### src/rtl/rv32i_pkg.sv
// rv32i_pkg: shared types for the RV32I core slice.
//   lsu_size_e      - load/store size/sign encodings (funct3 = inst[14:12])
//   lsu_state_e     - load/store unit handshake states
//   LSU_TIMEOUT_DEF - default memory timeout in cycles
//   lsu_bad_access  - illegal-size or misaligned access detect
package rv32i_pkg;

    typedef enum logic [2:0] {
        LB  = 3'b000,
        LH  = 3'b001,
        LW  = 3'b010,
        LBU = 3'b100,
        LHU = 3'b101
    } lsu_size_e;

    typedef enum logic [1:0] {
        IDLE,
        REQ,
        WAIT_R,
        RESP
    } lsu_state_e;

    localparam int LSU_TIMEOUT_DEF = 255;

    // Returns 1 when the access must be answered with an error and never
    // reach memory. Stores have no unsigned forms, so only 000/001/010 are legal.
    function automatic logic lsu_bad_access(input logic       st,
                                            input logic [2:0] funct3,
                                            input logic [1:0] off);
        logic illegal;
        logic misalign;
        if (st)
            illegal = (funct3 > 3'b010);
        else
            illegal = (funct3 == 3'b011) || (funct3 == 3'b110) || (funct3 == 3'b111);
        misalign = ((funct3[1:0] == 2'b01) && off[0]) ||
                   ((funct3[1:0] == 2'b10) && (off != 2'b00));
        return illegal || misalign;
    endfunction

endpackage

### src/rtl/lsu_load_align.sv
// lsu_load_align: combinational load-data extraction.
//   funct3 in  3   access size/sign
//   off    in  2   byte offset within the word
//   rdata  in  32  raw memory word
//   data   out 32  shifted and sign/zero-extended load result
module lsu_load_align
    import rv32i_pkg::*;
(
    input  logic [2:0]  funct3,
    input  logic [1:0]  off,
    input  logic [31:0] rdata,
    output logic [31:0] data
);

    logic [31:0] d;

    // Bring the addressed byte/half down to bit 0.
    assign d = rdata >> {off, 3'b000};

    always_comb begin
        data = d;
        case (funct3)
            LB:      data = {{24{d[7]}}, d[7:0]};
            LH:      data = {{16{d[15]}}, d[15:0]};
            LBU:     data = {24'h0, d[7:0]};
            LHU:     data = {16'h0, d[15:0]};
            default: data = d;
        endcase
    end

endmodule

### src/rtl/lsu_mem_ctrl.sv
// lsu_mem_ctrl: load/store unit responder for a single-port word memory.
// Accepts one request at a time, runs a req/gnt then rvalid handshake, and
// returns a one-cycle tagged response to writeback.
//   i_clk, i_rst                 clock, synchronous active-high reset
//   lsu_VALID / lsu_READY        request handshake from execute
//   i_st_mem, i_funct3, i_addr,
//   i_wdata, i_rd                request fields, registered at accept
//   o_rsp_vld/data/rd/err        one-cycle response strobe and payload
//   o_mem_req/we/addr/be/wdata   memory request, valid only in REQ
//   i_mem_gnt, i_mem_rvalid,
//   i_mem_rdata                  memory grant and read return
module lsu_mem_ctrl
    import rv32i_pkg::*;
#(
    parameter int TIMEOUT_CYC = LSU_TIMEOUT_DEF,
    parameter int TIMER_W     = 8
) (
    input  logic        i_clk,
    input  logic        i_rst,
    input  logic        lsu_VALID,
    output logic        lsu_READY,
    input  logic        i_st_mem,
    input  logic [2:0]  i_funct3,
    input  logic [31:0] i_addr,
    input  logic [31:0] i_wdata,
    input  logic [4:0]  i_rd,
    output logic        o_rsp_vld,
    output logic [31:0] o_rsp_data,
    output logic [4:0]  o_rsp_rd,
    output logic        o_rsp_err,
    output logic        o_mem_req,
    output logic        o_mem_we,
    output logic [29:0] o_mem_addr,
    output logic [3:0]  o_mem_be,
    output logic [31:0] o_mem_wdata,
    input  logic        i_mem_gnt,
    input  logic        i_mem_rvalid,
    input  logic [31:0] i_mem_rdata
);

    // The timer holds the number of REQ/WAIT_R cycles already spent, so the
    // timeout fires in the TIMEOUT_CYC-th such cycle.
    localparam bit               TO_EN   = (TIMEOUT_CYC > 0);
    localparam logic [TIMER_W-1:0] TO_LAST =
        TIMER_W'((TIMEOUT_CYC > 0) ? TIMEOUT_CYC - 1 : 0);

    lsu_state_e         state_q, state_d;
    logic [TIMER_W-1:0] timer_q;
    logic               st_q;
    logic [2:0]         f3_q;
    logic [1:0]         off_q;
    logic [29:0]        addr_q;
    logic [3:0]         be_q;
    logic [31:0]        wdata_q;
    logic [4:0]         rd_q;
    logic [31:0]        rsp_data_q;
    logic               rsp_err_q;

    logic               accept;
    logic               acc_bad;
    logic               timeout_hit;
    logic [3:0]         st_be;
    logic [31:0]        st_wdata;
    logic [31:0]        ld_data;
    logic               in_req;
    logic               in_resp;

    assign lsu_READY   = (state_q == IDLE) & ~i_rst;
    assign accept      = lsu_VALID & lsu_READY;
    assign acc_bad     = lsu_bad_access(i_st_mem, i_funct3, i_addr[1:0]);
    assign timeout_hit = TO_EN && (timer_q == TO_LAST);

    // Byte-lane steering: replicate narrow data across the word so the
    // enabled lanes always carry the right bytes.
    always_comb begin
        st_be    = 4'b1111;
        st_wdata = i_wdata;
        case (i_funct3[1:0])
            2'b00: begin
                st_be    = 4'b0001 << i_addr[1:0];
                st_wdata = {4{i_wdata[7:0]}};
            end
            2'b01: begin
                st_be    = 4'b0011 << i_addr[1:0];
                st_wdata = {2{i_wdata[15:0]}};
            end
            default: ;
        endcase
    end

    lsu_load_align u_align (
        .funct3 (f3_q),
        .off    (off_q),
        .rdata  (i_mem_rdata),
        .data   (ld_data)
    );

    always_ff @(posedge i_clk) begin
        if (i_rst)
            state_q <= IDLE;
        else
            state_q <= state_d;
    end

    // Grant/rvalid take priority over a timeout landing in the same cycle.
    always_comb begin
        state_d = state_q;
        case (state_q)
            IDLE:    if (accept) state_d = acc_bad ? RESP : REQ;
            REQ: begin
                if (i_mem_gnt)        state_d = st_q ? RESP : WAIT_R;
                else if (timeout_hit) state_d = RESP;
            end
            WAIT_R: begin
                if (i_mem_rvalid)     state_d = RESP;
                else if (timeout_hit) state_d = RESP;
            end
            RESP:    state_d = IDLE;
            default: state_d = IDLE;
        endcase
    end

    always_ff @(posedge i_clk) begin
        if (i_rst) begin
            timer_q    <= '0;
            st_q       <= 1'b0;
            f3_q       <= '0;
            off_q      <= '0;
            addr_q     <= '0;
            be_q       <= '0;
            wdata_q    <= '0;
            rd_q       <= '0;
            rsp_data_q <= '0;
            rsp_err_q  <= 1'b0;
        end else begin
            case (state_q)
                IDLE: begin
                    if (accept) begin
                        timer_q    <= '0;
                        st_q       <= i_st_mem;
                        f3_q       <= i_funct3;
                        off_q      <= i_addr[1:0];
                        addr_q     <= i_addr[31:2];
                        be_q       <= st_be;
                        wdata_q    <= i_st_mem ? st_wdata : 32'h0;
                        rd_q       <= i_rd;
                        rsp_data_q <= '0;
                        rsp_err_q  <= acc_bad;
                    end
                end
                REQ: begin
                    timer_q <= timer_q + 1'b1;
                    if (!i_mem_gnt && timeout_hit) rsp_err_q <= 1'b1;
                end
                WAIT_R: begin
                    timer_q <= timer_q + 1'b1;
                    if (i_mem_rvalid)     rsp_data_q <= ld_data;
                    else if (timeout_hit) rsp_err_q  <= 1'b1;
                end
                default: ;
            endcase
        end
    end

    assign in_req      = (state_q == REQ);
    assign in_resp     = (state_q == RESP);

    assign o_mem_req   = in_req;
    assign o_mem_we    = in_req & st_q;
    assign o_mem_addr  = in_req ? addr_q  : 30'h0;
    assign o_mem_be    = in_req ? be_q    : 4'h0;
    assign o_mem_wdata = in_req ? wdata_q : 32'h0;

    assign o_rsp_vld   = in_resp;
    assign o_rsp_data  = in_resp ? rsp_data_q : 32'h0;
    assign o_rsp_rd    = in_resp ? rd_q       : 5'h0;
    assign o_rsp_err   = in_resp & rsp_err_q;

endmodule

### config.mk
export PLATFORM = sky130hd
export DESIGN_NAME = lsu_mem_ctrl
export DESIGN_NICKNAME = d
export VERILOG_FILES = /design/src/rtl/rv32i_pkg.sv /design/src/rtl/lsu_load_align.sv /design/src/rtl/lsu_mem_ctrl.sv
export SDC_FILE = /design/constraint.sdc
export NUM_CORES = 1
export LEC_CHECK = 0
export CORE_MARGIN = 5
export CORE_UTILIZATION = 25
export CTS_CLUSTER_DIAMETER = 100
export DETAILED_ROUTE_END_ITERATION = 10
export DONT_BUFFER_PORTS = 1
export PLACE_DENSITY = 0.47
export SYNTH_ARGS = -nofsm -noshare
export SYNTH_HDL_FRONTEND = slang
export SYNTH_HIERARCHICAL = 1
export SYNTH_SLANG_ARGS = --single-unit
### constraint.sdc
create_clock -name i_clk -period 2.28 [get_ports i_clk]
set_clock_uncertainty 0.15 [all_clocks]
set_input_delay 0.228 -clock i_clk [delete_from_list [all_inputs] [get_ports i_clk]]
set_output_delay 0.228 -clock i_clk [all_outputs]
set_load 0.02 [all_outputs]
==> run metrics <==
status=finished, final reports clean; flops & latches, synth=120; Starting Density=0.255; Antenna Nets Post-Route=0; first-pass GRT wire length=35200 um; Worst VDD drop=0.392 mV; Clk pin slew, worst setup/hold paths=0.07 ns; Sw Pwr=0.00301 W; synth warn=6; Cell Int Power=0.00490 W; CP max FO=7; Die Y=171 um; max-slew violation count=0; Core Region=25300 sq um; Avg Inst Size Synth=7.78 sq um; RSZ-0062 raised after global routing=true; worst setup path endpoint=timer_q[1]$_SDFFE_PP0P_; Max-Cap Viols=0; final std cells w/o fill=1241; Setup WS post-layout=0.120 ns; nets=1015; Die Footprint=29200 sq um; WL met3=1970 um; fmax=0.463 GHz; Via-to-Cell Ratio=4.85; Worst setup startpoint=state_q[1]$_SDFFE_PP0P_; Setup WS pre-CTS=0.184 ns; wire per inst=18.0 um; IO Port Bufs=0; clk buf depth=2; Worst Tran Pin Value=0.725 ns; drt drc=0; pwr dens=951 nW/um^2; Crit path arrival time=2.31 ns; dominant synthesized flop cell=dfxtp_1; Comb pwr share=0.332; routed wl met2=9830 um; row count=58; vias in the first global route=6098; highest metal used=met4; diode count=0; Die Wd=171 um; DRT iter0 DRCs=405; Sw Share=0.381; worst hold-check path type=in2reg; Critical Path RT=2.43 ns; setup violators final=0; clock latency on the worst-skew pair=0.41 ns; gpl congestion=0.795; Sink Count=120; largest net degree at the start of global routing=115; Static Leak=3.17 nW; Pre-antenna DRT Iters=5; Post-Synthesis Cells=830; Post-synth EDFFs=0; DR vias=6017; clock power share=0.341; most common library cells after synthesis=160 x nand2_1, 120 x dfxtp_1, 106 x and2_1, 70 x a21oi_1, 53 x nor2_1; Worst R2R End=timer_q[1]$_SDFFE_PP0P_; M1 wire length=10300 um; Post-Syn Area=6460 sq um; fin crit period=2.16 ns; hold-critical path depth=3; Multi-input gate area=3690 sq um; crit end category=register; post-route setup TNS=0 ns; initial antenna violation count=1; r2r setup slk=0.12 ns; Filler cells=2706; leading area contributor after synthesis=dfxtp_1; WS Path Type=reg2reg; Worst slew margin=0.511; sequential area share after synthesis=0.372; Area Growth Syn to Fin=28.6%; synth unique cells=47; final worst path period share=0.947; Syn Nets=947; count leader, synth=nand2_1; share of layout cells above drive strength 1=0.101; RR Startpoint=state_q[1]$_SDFFE_PP0P_; gr ovfl total=0; Final Hold Vio Count=0; Inserted Clock Buffers=17; register area=2400 sq um; clk root buf=clkbuf_16; Async S/R FF share, synth=0; Placed Cells incl. Taps=1116; reg2reg path depth=9; Total GRT Usage=0.152; Clock H-tree levels=4; I/O Pins=218; top cells by area, synth=dfxtp_1 37%, and2_1 10%, nand2_1 9.3%; CTS tree=built; Total Wirelength=22300 um; Flop pwr share=0.327; hpwl dp=14300 um; CP Launch Type=register; Synth top area share=0.372
worst min-delay path by stage:
stage / start / endpoint / slack [ns]
5_1_grt: i_wdata[5] / wdata_q[21]$_SDFFE_PP0P_ / 0.01
3_3_place_gp: i_rst / wdata_q[27]$_SDFFE_PP0P_ / 0.16
6_report: i_wdata[7] / wdata_q[23]$_SDFFE_PP0P_ / 0.02
3_5_place_dp: i_rst / timer_q[0]$_SDFFE_PP0P_ / 0.17
4_1_cts: i_wdata[7] / wdata_q[23]$_SDFFE_PP0P_ / 0.001
2_1_floorplan: i_addr[2] / addr_q[0]$_SDFFE_PP0P_ / 0.18
flip-flops by register name, summed over array words and instances (netlist names):
name / flops
rd_q: 5
timer_q: 8
addr_q: 30
state_q: 2
be_q: 4
rsp_err_q: 1
f3_q: 3
off_q: 2
rsp_data_q: 32
st_q: 1
wdata_q: 32
power groups by stage:
stage,logic [W],registers (W),clock network (W)
detailed placement,0.00242,0.00262,0
global placement,0.00243,0.00262,0
global route,0.00292,0.00262,0.00288
floorplan,0.00198,0.00255,0
CTS,0.00262,0.00258,0.00279
finish,0.00263,0.00258,0.00270
worst max-delay path, cell delays in order, from the launching register on:
cell and delay, ns:
dfxtp_1 0.34, inv_1 0.16, ha_2 0.30, buf_4 0.18, nand2b_1 0.09, nand2_1 0.09
nor2_1 0.04, a21oi_1 0.11, nor2_1 0.05, dlygate4sd3_1 0.54
layout by cell type, fill, tap and decap left out, types with 3 or more instances in the layout:
cell type / netlist / layout
mux2i_1: 28 / 28
o21ai_0: 18 / 17
and2_1: 106 / 105
ha_1: 7 / 5
a21oi_1: 70 / 70
a22oi_1: 16 / 16
dfxtp_1: 120 / 119
nor2_1: 53 / 53
nand2_1: 160 / 160
nand2b_1: 3 / 3
nand3_1: 52 / 52
dlygate4sd3_1: 0 / 92
inv_6: 0 / 6
inv_1: 7 / 7
a211oi_1: 16 / 16
xor2_1: 4 / 4
clkbuf_16: 0 / 17
nand3b_1: 42 / 42
clkinvlp_4: 0 / 4
buf_4: 8 / 22
buf_12: 0 / 4
mux2_2: 16 / 16
nor2b_1: 10 / 10
inv_8: 0 / 3
cells by family (layout without fill, tap and decap cells):
group / after synthesis / count (layout) / synth area share
buffers and inverters: 77 / 158 / 0.0597
adders and majority gates: 7 / 7 / 0.0136
AOI/OAI and AO/OA: 139 / 139 / 0.133
DFF: 120 / 120 / 0.372
and+or+nand+nor: 437 / 437 / 0.342
xor gates and xnor gates: 6 / 6 / 0.00813
muxes: 44 / 44 / 0.0713
layer usage:
layer / vias up / track usage
met1: 2853 / 0.207
li1: 2930 / -
met2: 222 / 0.233
met5: - / 0
met3: 12 / 0.0515
met4: 0 / 0.0319
timing repair:
action                                  CTS  global route
gates resized for setup                   1             4
hold endpoints to repair                114             0
hold buffers                             93             0
endpoints found under the setup margin    1            53
pin swaps                                 0             1
buffers inserted                          0             0
cell type report:
class                           instances  share of cell area
Clock buffer                           17              0.0512
Timing Repair Buffer                  119               0.144
Inverter                                7             0.00316
Tap cell                              330              0.0497
Multi-Input combinational cell        633               0.444
Clock inverter                         15              0.0187
Sequential cell                       120               0.289
stage by stage:
| step | hold WS [ns] | total power (W) | cell area [sq um] | utilization |
|---|---|---|---|---|
| 2_1_floorplan | 0.177 | 0.00453 | 6460 | - |
| 3_3_place_gp | 0.163 | 0.00504 | 6770 | 0.267 |
| 3_5_place_dp | 0.170 | 0.00504 | 6770 | 0.267 |
| 4_1_cts | 0.00139 | 0.00799 | 8300 | 0.328 |
| 5_1_grt | 0.0143 | 0.00842 | 8310 | 0.328 |
| 6_report | 0.0163 | 0.00790 | 8310 | 0.328 |
(Power assumes the default switching activity.)
